[src/rtl/uart_alarm_parser.sv]
// Byte-level parser for "AHH:MM<CR|LF>" alarm-set commands arriving from the UART receiver.
// Presents a validated hour/minute with a one-cycle strobe and returns a K/E acknowledge byte.
module uart_alarm_parser #(
    parameter int TIMEOUT_CYCLES = 100_000_000
) (
    input  logic       clk,
    input  logic       rst,
    input  logic [7:0] rx_data,
    input  logic       rx_valid,
    input  logic       tx_ready,
    output logic [7:0] tx_data,
    output logic       tx_valid,
    output logic [4:0] alarm_hour,
    output logic [5:0] alarm_minute,
    output logic       alarm_set,
    output logic       cmd_error
);

    localparam logic [3:0] S_IDLE  = 4'd0;
    localparam logic [3:0] S_H1    = 4'd1;
    localparam logic [3:0] S_H2    = 4'd2;
    localparam logic [3:0] S_COLON = 4'd3;
    localparam logic [3:0] S_M1    = 4'd4;
    localparam logic [3:0] S_M2    = 4'd5;
    localparam logic [3:0] S_TERM  = 4'd6;
    localparam logic [3:0] S_ERR   = 4'd7;
    localparam logic [3:0] S_RESP  = 4'd8;

    localparam logic [7:0] ACK_OK  = 8'h4B;
    localparam logic [7:0] ACK_ERR = 8'h45;

    localparam int TMO_W = (TIMEOUT_CYCLES > 1) ? $clog2(TIMEOUT_CYCLES) : 1;
    localparam logic [TMO_W-1:0] TMO_MAX = TMO_W'(TIMEOUT_CYCLES - 1);

    function automatic logic in_range(input logic [7:0] b, input logic [7:0] lo,
                                      input logic [7:0] hi);
        return (b >= lo) && (b <= hi);
    endfunction

    function automatic logic [5:0] dec2(input logic [2:0] tens, input logic [3:0] units);
        return ({3'd0, tens} * 6'd10) + {2'd0, units};
    endfunction

    logic [3:0]       state_q, state_d;
    logic [TMO_W-1:0] tmo_q, tmo_d;
    logic [1:0]       hour_tens_q, hour_tens_d;
    logic [4:0]       hour_q, hour_d;
    logic [2:0]       min_tens_q, min_tens_d;
    logic [5:0]       min_q, min_d;
    logic [4:0]       alarm_hour_q, alarm_hour_d;
    logic [5:0]       alarm_minute_q, alarm_minute_d;
    logic             alarm_set_q, alarm_set_d;
    logic             cmd_error_q, cmd_error_d;
    logic             tx_valid_q, tx_valid_d;
    logic [7:0]       tx_data_q, tx_data_d;
    logic             is_term;

    assign is_term = (rx_data == 8'h0D) || (rx_data == 8'h0A);

    always_comb begin
        state_d        = state_q;
        tmo_d          = tmo_q;
        hour_tens_d    = hour_tens_q;
        hour_d         = hour_q;
        min_tens_d     = min_tens_q;
        min_d          = min_q;
        alarm_hour_d   = alarm_hour_q;
        alarm_minute_d = alarm_minute_q;
        alarm_set_d    = 1'b0;
        cmd_error_d    = 1'b0;
        tx_valid_d     = tx_valid_q;
        tx_data_d      = tx_data_q;

        // Inter-byte timeout: an arriving byte always beats expiry on the same cycle.
        if (state_q == S_IDLE || state_q == S_RESP || rx_valid) begin
            tmo_d = '0;
        end else if (tmo_q == TMO_MAX) begin
            tmo_d   = '0;
            state_d = S_IDLE;
        end else begin
            tmo_d = tmo_q + TMO_W'(1);
        end

        case (state_q)
            S_IDLE: begin
                if (rx_valid && (rx_data == 8'h41 || rx_data == 8'h61)) state_d = S_H1;
            end
            S_H1: begin
                if (rx_valid) begin
                    if (in_range(rx_data, 8'h30, 8'h32)) begin
                        hour_tens_d = rx_data[1:0];
                        state_d     = S_H2;
                    end else begin
                        state_d = S_ERR;
                    end
                end
            end
            S_H2: begin
                if (rx_valid) begin
                    if (in_range(rx_data, 8'h30, 8'h39)) begin
                        hour_d  = 5'(dec2({1'b0, hour_tens_q}, rx_data[3:0]));
                        state_d = S_COLON;
                    end else begin
                        state_d = S_ERR;
                    end
                end
            end
            S_COLON: begin
                if (rx_valid) state_d = (rx_data == 8'h3A) ? S_M1 : S_ERR;
            end
            S_M1: begin
                if (rx_valid) begin
                    if (in_range(rx_data, 8'h30, 8'h35)) begin
                        min_tens_d = rx_data[2:0];
                        state_d    = S_M2;
                    end else begin
                        state_d = S_ERR;
                    end
                end
            end
            S_M2: begin
                if (rx_valid) begin
                    if (in_range(rx_data, 8'h30, 8'h39)) begin
                        min_d   = dec2(min_tens_q, rx_data[3:0]);
                        state_d = S_TERM;
                    end else begin
                        state_d = S_ERR;
                    end
                end
            end
            S_TERM: begin
                if (rx_valid) begin
                    if (!is_term) begin
                        state_d = S_ERR;
                    end else if (hour_q <= 5'd23) begin
                        alarm_hour_d   = hour_q;
                        alarm_minute_d = min_q;
                        alarm_set_d    = 1'b1;
                        tx_data_d      = ACK_OK;
                        tx_valid_d     = 1'b1;
                        state_d        = S_RESP;
                    end else begin
                        cmd_error_d = 1'b1;
                        tx_data_d   = ACK_ERR;
                        tx_valid_d  = 1'b1;
                        state_d     = S_RESP;
                    end
                end
            end
            S_ERR: begin
                if (rx_valid && is_term) begin
                    cmd_error_d = 1'b1;
                    tx_data_d   = ACK_ERR;
                    tx_valid_d  = 1'b1;
                    state_d     = S_RESP;
                end
            end
            S_RESP: begin
                // Received bytes are dropped while the acknowledge is outstanding.
                if (tx_valid_q && tx_ready) begin
                    tx_valid_d = 1'b0;
                    state_d    = S_IDLE;
                end
            end
            default: state_d = S_IDLE;
        endcase
    end

    always_ff @(posedge clk) begin
        if (rst) begin
            state_q        <= S_IDLE;
            tmo_q          <= '0;
            alarm_hour_q   <= '0;
            alarm_minute_q <= '0;
            alarm_set_q    <= 1'b0;
            cmd_error_q    <= 1'b0;
            tx_valid_q     <= 1'b0;
            tx_data_q      <= 8'h00;
        end else begin
            state_q        <= state_d;
            tmo_q          <= tmo_d;
            alarm_hour_q   <= alarm_hour_d;
            alarm_minute_q <= alarm_minute_d;
            alarm_set_q    <= alarm_set_d;
            cmd_error_q    <= cmd_error_d;
            tx_valid_q     <= tx_valid_d;
            tx_data_q      <= tx_data_d;
        end
    end

    // Digit scratch registers are always rewritten before use, so they carry no reset.
    always_ff @(posedge clk) begin
        hour_tens_q <= hour_tens_d;
        hour_q      <= hour_d;
        min_tens_q  <= min_tens_d;
        min_q       <= min_d;
    end

    assign tx_data      = tx_data_q;
    assign tx_valid     = tx_valid_q;
    assign alarm_hour   = alarm_hour_q;
    assign alarm_minute = alarm_minute_q;
    assign alarm_set    = alarm_set_q;
    assign cmd_error    = cmd_error_q;

endmodule

[config.mk]
export PLATFORM = sky130hd
export DESIGN_NAME = uart_alarm_parser
export DESIGN_NICKNAME = d
export VERILOG_FILES = /design/src/rtl/uart_alarm_parser.sv
export SDC_FILE = /design/constraint.sdc
export NUM_CORES = 1
export LEC_CHECK = 0
export ABC_AREA = 1
export BUFFER_PORTS_ARGS = -buffer_cell sky130_fd_sc_hd__clkbuf_2
export CAP_MARGIN = 15
export CORE_MARGIN = 5
export CORE_UTILIZATION = 55
export DETAILED_ROUTE_END_ITERATION = 8
export GPL_ROUTABILITY_DRIVEN = 0
export PLACE_DENSITY = 0.86
export SYNTH_ARGS = -nofsm -noshare
export SYNTH_HDL_FRONTEND = slang
export SYNTH_SLANG_ARGS = --single-unit
[constraint.sdc]
create_clock -name clk -period 2 [get_ports clk]
set_clock_uncertainty 0.15 [all_clocks]
set_input_delay 0.2 -clock clk [delete_from_list [all_inputs] [get_ports clk]]
set_output_delay 0.2 -clock clk [all_outputs]
set_load 0.01 [all_outputs]
## Word level (Yosys, flattened, before mapping)

Cells that the tools add are included.

| cells by class | value |
|---|---|
| add/sub/neg operators | 3 |
| multipliers | 2 |
| $lt $le $gt $ge | 5 |
| equal/unequal tests | 18 |
| multiplexer cells | 34 |
| bitwise logic cells | 3 |
| reduce and logical (&&, ||, !) cells | 22 |

Operators by type and width:

| operator | number |
|---|---|
| 4-bit 2-to-1 mux | 13 |
| 4-bit case mux with 9 select lines | 1 |
| 27-bit by 1-bit adder with 27-bit output, second input constant | 1 |
| 27-bit == test, second input constant | 1 |
| 8-bit by 6-bit less-or-equal comparator with 1-bit output, second input constant | 3 |
| 8-bit 2-to-1 mux | 3 |
| 4-bit by 3-bit == test with 1-bit output, second input constant | 4 |
| 8-bit by 4-bit == test with 1-bit output, second input constant | 2 |
| 8-bit by 7-bit == test with 1-bit output, second input constant | 2 |
| 8-bit case mux with 2 select lines | 1 |
| 3-bit AND reduction | 4 |
| 1-bit 2-to-1 mux | 10 |
| 4-bit by 2-bit == test with 1-bit output, second input constant | 2 |
| 8-bit by 6-bit == test with 1-bit output, second input constant | 1 |
| 8-bit by 6-bit >= comparator with 1-bit output, second input constant | 1 |
| 4-bit AND reduction | 2 |
| 6-bit by 4-bit adder with 6-bit output | 1 |
| 1-bit logical AND | 6 |
| 3-bit 2-to-1 mux | 2 |
| 2-bit inequality test, second input constant | 3 |
| 5-bit by 4-bit adder with 5-bit output | 1 |
| 5-bit less-or-equal comparator, second input constant | 1 |
| 3-bit by 3-bit multiplier with 5-bit output, second input constant | 1 |
| 5-bit AND reduction | 1 |
| other kinds (14) | 20 |

| storage, ports and cells | value |
|---|---|
| register bits | 69 |
| output and inout bits | 22 |
| logic and storage cells | 99 |

## Depth between registers and ports, before layout

Gate-level depths: netlist of run 1.

| logic depth | value |
|---|---|
| depth after elaboration | 6 |
| mapped depth | 11 |
| gate-level depth less buffers | 11 |

## Worst setup path after synthesis of run 1

Ideal clock, no wire load.

| path | value |
|---|---|
| path type | input -> register |
| start | input port rx_data[2] |
| end | register min_q[0], enable pin |
| library setup time | 0.386 ns |
| arrival time | 1.312 ns |
| required time | 1.464 ns |
| setup slack | 0.152 ns |
| stages on the path | 7 |
| buffers on the path | 0 |
| path through | inv_1 nand2_1 nor2_1 nand2_1 nand2_1 nand2_1 nor4_1 |

| between the ends | value |
|---|---|
| word-level cells in the longest chain between the ends | 3 |
| elaborated cells on any way between the ends | 4 |

Ends and longest elaborated chain:

| item | RTL line | RTL |
|---|---|---|
| start, declared | 8 | `input logic [7:0] rx_data,` |
| 8-bit by 6-bit >= comparator with 1-bit output or 8-bit by 6-bit less-or-equal comparator with 1-bit output (tied branches) | 37 | `return (b >= lo) && (b <= hi);` |
| 1-bit logical AND * | 37 |  |
| 3-bit AND reduction (no source line) * | - |  |
| end signal, assigned | 196 | `min_q <= min_d;` |
| end, declared | 49 | `logic [5:0] min_q, min_d;` |

Every way passes the cells marked *; elsewhere a longest branch is shown, timed or not.
A chain may end at the register's enable or synchronous reset.

## Final worst setup path of run 1

| path | value |
|---|---|
| start | register state_q[1] |
| end | register tmo_q[8] |

| between the ends | value |
|---|---|
| word-level cells in the longest chain between the ends | 4 |
| elaborated cells on any way between the ends | 5 |

Ends and longest elaborated chain:

| item | RTL line | RTL |
|---|---|---|
| start, declared | 44 | `logic [3:0] state_q, state_d;` |
| start signal, assigned | 180 | `state_q <= state_d;` |
| 4-bit == test or 4-bit logical NOT (tied branches) | 75 | `if (state_q == S_IDLE \|\| state_q == S_RESP \|\| rx_valid) begin` |
| 1-bit logical OR * (2 in a row) | 75 |  |
| 3-bit OR reduction (no source line) * | - |  |
| end signal, assigned | 181 | `tmo_q <= tmo_d;` |
| end, declared | 45 | `logic [TMO_W-1:0] tmo_q, tmo_d;` |

Marked as above.

==> flow_metrics.env, run 1 <==
export IMPL_cp_data_arrival_time_ps=2050
export IMPL_layout_area_overhead_vs_synth_pct=12.5
export IMPL_synthSimpleGateAreaFrac=0.346
export IMPL_p_per_area_mw_per_mm2=820
export IMPL_cp_max_fo=13
export IMPL_synth_top_family_by_area="simple AND/OR/NAND/NOR gates"
export IMPL_sequentialPowerShare=0.428
export IMPL_port_buffers=30
export IMPL_grt_ovfl_total=0
export IMPL_fin_setup_tns_ps=0
export IMPL_ant_nets=0
export IMPL_synth_mux_area_frac=0
export IMPL_ff2ff_setup_slack_ps=80
export IMPL_whs_ps=17.1
export IMPL_synth_top_cell_by_area="dfxtp_1"
export IMPL_grt_max_degree=28
export IMPL_cp_required_ps=2130
export IMPL_slew_violations=0
export IMPL_p_total_mw=3.28
export IMPL_hold_class="in2reg"
export IMPL_stdcell_area_mm2=0.00400
export IMPL_path_clk_slew_ps=80
export IMPL_peakVddDrop_uv=764
export IMPL_cts_buffers=9
export IMPL_clock_root_buffer="clkbuf_8"
export IMPL_die_x_um=90.4
export IMPL_drtPass1Iterations=5
export IMPL_hold_viol_final=0
export IMPL_r2r_end="tmo_q[8]$_SDFF_PP0_"
export IMPL_synth_xor_area_frac=0.0271
export IMPL_postPlaceCellArea_mm2=0.00375
export IMPL_synth_compound_area_frac=0.0905
export IMPL_clk_insertion_delay_late_ps=360
export IMPL_power_switching_mw=0.995
export IMPL_wl_per_cell_um=13.8
export IMPL_cts_setup_buffers=0
export IMPL_synth_area_top_cells="dfxtp_1 27%, edfxtp_1 14%, nand2_1 9.7%"
export IMPL_layout_common_cells="92 x nand2_1, 71 x nor2_1, 51 x inv_1"
export IMPL_netlist_instances=462
export IMPL_start_util=0.563
export IMPL_period_minus_slack_ps=1920
export IMPL_cp_end_kind="flop"
export IMPL_core_area_mm2=0.00631
export IMPL_worstRegToRegCells=4
export IMPL_worst_setup_path_start_kind="flop"
export IMPL_drc=0
export IMPL_synth_seq_area_share=0.405
export IMPL_synth_warnings=0
export IMPL_cap_viol_max_count=0
export IMPL_switching_share=0.303
export IMPL_vias=3171
export IMPL_cts_path_max_buffers=2
export IMPL_crit_end="tmo_q[8]$_SDFF_PP0_"
export IMPL_antenna_found_initial=0
export IMPL_worstSetupStartpoint="state_q[1]$_SDFF_PP0_"
export IMPL_p_int_mw=2.29
export IMPL_cts_sink_count=64
export IMPL_dp_hpwl_mm=5.81
export IMPL_avgSynthCellArea_um2=7.69
export IMPL_final_common_cell="nand2_1"
export IMPL_via_per_inst=5.45
export IMPL_core_rowCount=29
export IMPL_status="finished, final reports clean"
export IMPL_synth_top_cell_area_share=0.270
export IMPL_combPwrFrac=0.184
export IMPL_die_h_um=90.4
export IMPL_max_freq_ghz=0.522
export IMPL_fin_nets=523
export IMPL_dp_slack_ps=170
export IMPL_power_clock_fraction=0.389
export IMPL_min_period_over_period=0.958
export IMPL_die_area_mm2=0.00817
export IMPL_synth_area_mm2=0.00355
export IMPL_drtIter0Drc=226
export IMPL_r2r_start="state_q[1]$_SDFF_PP0_"
export IMPL_rsz0062_at_grt="no"
export IMPL_antenna_cells=0
export IMPL_top_level_ports=34
export IMPL_setup_ws_ps=83.7
export IMPL_synth_seq_cells=64
export IMPL_grt_pass1_vias=2908
export IMPL_htreeDepth=3
export IMPL_cts_tree="done"
export IMPL_cellLeakagePower_nw=1.63
export IMPL_synth_adder_area_share=0.0429
export IMPL_routed_wl_mm=8.02
export IMPL_synth_cell_types=45
export IMPL_crit_type="reg2reg"
export IMPL_setup_viol=0
export IMPL_grt_pass1_wl_mm=13.3
export IMPL_drive_gt1_frac=0.200
export IMPL_grtUsageTotal=0.197
==> per-layer routing <==
layer | part of all wire | routed length, um | vias to the layer above | global-route usage
li1 | - | - | 1569 | -
met2 | 0.45 | 3640 | 148 | 0.312
met3 | 0.088 | 703 | 18 | 0.0575
met4 | 0.018 | 146 | 0 | 0.0682
met5 | 0 | 0 | - | 0
met1 | 0.44 | 3530 | 1436 | 0.257
==> final cells by class <==
cell class	count	area, um2
clock buffer	10	138
clock inverter	6	91.3
fill	526	2310
inverter	57	214
multi-input combinational	332	1820
sequential	64	1440
tap	77	96.3
timing repair buffer	36	198
==> power groups by stage <==
stage	clock, mW	combinational (mW)	sequential (mW)
2_1_floorplan	0	0.483	1.40
3_3_place_gp	0	0.550	1.43
3_5_place_dp	0	0.566	1.43
4_1_cts	1.30	0.571	1.40
5_1_grt	1.36	0.675	1.41
6_report	1.27	0.603	1.40
==> how the worst min path moves through the flow <==
stage	start	end	slack [ps]	cells after the start
global placement	tx_valid$_SDFFE_PP0P_	tx_valid$_SDFFE_PP0P_	300	2
floorplan	rst	state_q[0]$_SDFF_PP0_	120	1
global route	rx_data[2]	min_tens_q[2]$_DFFE_PP_	8	1
finish	rx_data[1]	min_tens_q[1]$_DFFE_PP_	20	1
CTS	rx_data[2]	min_tens_q[2]$_DFFE_PP_	2	1
detailed placement	min_q[2]$_DFFE_PP_	alarm_minute[2]$_SDFFE_PP0P_	310	2
==> sequential cells by signal, summed over array words and instances (netlist names) <==
name          count
alarm_hour        5
alarm_set         1
tx_data           3
min_tens_q        3
alarm_minute      6
cmd_error         1
state_q           4
hour_q            5
min_q             6
tmo_q            27
hour_tens_q       2
tx_valid          1
==> logic make-up (layout without fill, tap and decap cells) <==
kind of cell | Yosys count | in the layout
AND/OR/NAND/NOR | 253 | 254
adder cells (fa/ha/maj) | 11 | 11
buffers and inverters | 69 | 109
XOR/XNOR | 11 | 11
other | 1 | 3
flip-flops | 64 | 64
AO/OA/AOI/OAI | 53 | 53
==> cell usage after synthesis (all sizes together) <==
cell and count:
a21boi 1, a21oi 28, a31o 1, a31oi 2, and2 1, and3 1
buf 12, conb 1, dfxtp 48, edfxtp 16, fa 2, ha 9
inv 57, nand2 102, nand3 16, nand3b 2, nand4 13, nor2 84
nor3 20, nor3b 3, nor4 4, o211a 1, o21a 2, o21ai 18
or2 7, xnor2 7, xor2 4
==> worst max-delay path, cell delays in order (launching register included) <==
cell and delay (ps):
dfxtp_1 520, nor2_2 110, a21oi_1 420, nand3_2 420, a21oi_2 220
==> metrics by stage <==
step,util,cells
global placement,0.594,564
detailed placement,0.594,564
floorplan,-,464
finish,0.634,582
CTS,0.632,581
global route,0.634,582
==> what timing repair did <==
item / 4_1_cts / 5_1_grt
hold buffers: 1 / 0
endpoints found under the hold margin: 3 / 0
gates resized for setup: 0 / 0
setup endpoints to repair: 0 / 1
Note: power is estimated with default switching activity, not from simulation.
==> inputs of run 2 (changes only) <==
- clock period: 2 -> 2.2 ns (I/O delays scaled with it)
==> run 2 against run 1 <==
- flip-flop and latch count did not move
- register-to-register slack improved by 160 ps
- design area fell by 1.6%
- setup slack improved by 160 ps
- sequential share of layout area rose by 0.60 points
- largest power group unchanged
- highest routed layer unchanged
==> flow_metrics.env, run 2 (same netlist as run 1, synthesis figures left out) <==
export IMPL_whs_ps=19.8
export IMPL_core_rowCount=29
export IMPL_largest_reg_flops=27
export IMPL_hold_class="in2reg"
export IMPL_die_h_um=90.4
export IMPL_clock_root_buffer="clkbuf_8"
export IMPL_power_switching_mw=0.846
export IMPL_routed_wl_mm=7.86
export IMPL_cellLeakagePower_nw=1.60
export IMPL_grt_pass1_wl_mm=13.4
export IMPL_grt_pass1_vias=2962
export IMPL_grt_ovfl_total=0
export IMPL_top_level_ports=34
export IMPL_min_period_over_period=0.888
export IMPL_drive_gt1_frac=0.193
export IMPL_cp_end_kind="flop"
export IMPL_wl_per_cell_um=13.6
export IMPL_port_buffers=30
export IMPL_cp_required_ps=2270
export IMPL_worstRegToRegCells=8
export IMPL_dp_hpwl_mm=6.00
export IMPL_cp_data_arrival_time_ps=2020
export IMPL_die_x_um=90.4
export IMPL_antenna_cells=0
export IMPL_largest_register="tmo_q"
export IMPL_power_clock_fraction=0.357
export IMPL_worstSetupStartpoint="tmo_q[0]$_SDFF_PP0_"
export IMPL_ant_nets=0
export IMPL_drc=0
export IMPL_antenna_found_initial=0
export IMPL_r2r_start="tmo_q[0]$_SDFF_PP0_"
export IMPL_cts_path_max_buffers=2
export IMPL_p_int_mw=1.91
export IMPL_r2r_end="tmo_q[18]$_SDFF_PP0_"
export IMPL_layout_common_cells="92 x nand2_1, 71 x nor2_1, 51 x inv_1"
export IMPL_drtIter0Drc=230
export IMPL_period_minus_slack_ps=1950
export IMPL_peakVddDrop_uv=421
export IMPL_clk_insertion_delay_late_ps=350
export IMPL_cap_viol_max_count=0
export IMPL_cts_buffers=9
export IMPL_fin_nets=520
export IMPL_p_per_area_mw_per_mm2=700
export IMPL_slew_violations=0
export IMPL_max_freq_ghz=0.512
export IMPL_cts_sink_count=64
export IMPL_core_area_mm2=0.00631
export IMPL_htreeDepth=3
export IMPL_cts_tree="done"
export IMPL_grt_max_degree=28
export IMPL_start_util=0.563
export IMPL_crit_end="tmo_q[18]$_SDFF_PP0_"
export IMPL_rsz0062_at_grt="no"
export IMPL_final_util=0.623
export IMPL_final_common_cell="nand2_1"
export IMPL_drtPass1Iterations=5
export IMPL_cts_setup_buffers=0
export IMPL_cp_max_fo=27
export IMPL_hold_buffers=1
export IMPL_combPwrFrac=0.175
export IMPL_path_clk_slew_ps=80
export IMPL_ff2ff_setup_slack_ps=250
export IMPL_setup_viol=0
export IMPL_grtUsageTotal=0.197
export IMPL_via_per_inst=5.41
export IMPL_switching_share=0.307
export IMPL_layout_area_overhead_vs_synth_pct=10.7
export IMPL_worst_setup_path_start_kind="flop"
export IMPL_fin_setup_tns_ps=0
export IMPL_status="finished, final reports clean"
export IMPL_die_area_mm2=0.00817
export IMPL_vias=3132
export IMPL_crit_type="reg2reg"
export IMPL_sequentialPowerShare=0.468
export IMPL_hold_viol_final=0
export IMPL_cts_resized=0
[run 2: cell count changes in the layout (fill, tap and decap cells not counted)]
cell and change:
buf_4 -2, clkinv_2 +2, bufinv_16 -1, clkbuf_1 +1
clkbuf_8 -1, clkinv_4 -1, clkinvlp_4 +1, inv_6 -1
nand3_2 -1
[run 2: worst min-delay path by stage]
| stage | start | endpoint | slack, ps | cells after the start |
|---|---|---|---|---|
| 2_1_floorplan | rst | state_q[0]$_SDFF_PP0_ | 140 | 1 |
| 3_3_place_gp | hour_q[1]$_DFFE_PP_ | alarm_hour[1]$_SDFFE_PP0P_ | 310 | 2 |
| 3_5_place_dp | tx_valid$_SDFFE_PP0P_ | tx_valid$_SDFFE_PP0P_ | 310 | 2 |
| 4_1_cts | rx_data[1] | hour_tens_q[1]$_DFFE_PP_ | 20 | 1 |
| 5_1_grt | rx_data[1] | hour_tens_q[1]$_DFFE_PP_ | 20 | 1 |
| 6_report | rx_data[1] | hour_tens_q[1]$_DFFE_PP_ | 20 | 1 |
[run 2: layout make-up]
type / count / area [um2]
fill: 535 / 2380
clock buffer: 10 / 128
clock inverter: 6 / 61.3
timing repair buffer: 34 / 183
inverter: 57 / 214
sequential: 64 / 1440
multi-input combinational: 331 / 1810
tap: 77 / 96.3
[run 2: power groups by stage]
stage | registers, mW | logic (mW) | clock network (mW)
after global routing | 1.29 | 0.551 | 1.05
after CTS | 1.29 | 0.477 | 0.989
final | 1.29 | 0.482 | 0.983
after global placement | 1.31 | 0.467 | 0
after floorplan | 1.27 | 0.439 | 0
after detailed placement | 1.31 | 0.475 | 0
[run 2: stage by stage]
stage	total power, mW	cells	setup WS (ps)	area, um2
3_3_place_gp	1.78	562	357	3740
3_5_place_dp	1.79	562	243	3740
6_report	2.75	579	247	3940
5_1_grt	2.90	579	123	3940
4_1_cts	2.75	579	264	3940
2_1_floorplan	1.71	464	332	3560
[run 2: metal layers]
| metal | vias up | GRT usage | wire length, um |
|---|---|---|---|
| met4 | 0 | 0.0844 | 167 |
| met5 | - | 0 | 0 |
| li1 | 1560 | - | - |
| met1 | 1420 | 0.253 | 3440 |
| met2 | 130 | 0.315 | 3700 |
| met3 | 22 | 0.0500 | 555 |
[run 2: worst max-delay path, cell delays in order, from the launching register on]
cell and delay [ps]:
dfxtp_1 410, ha_1 240, nand2_2 110, nor2_4 180, nand2_2 110, nor2_4 140
nand2_2 80, nand3_4 300, nor3_1 120
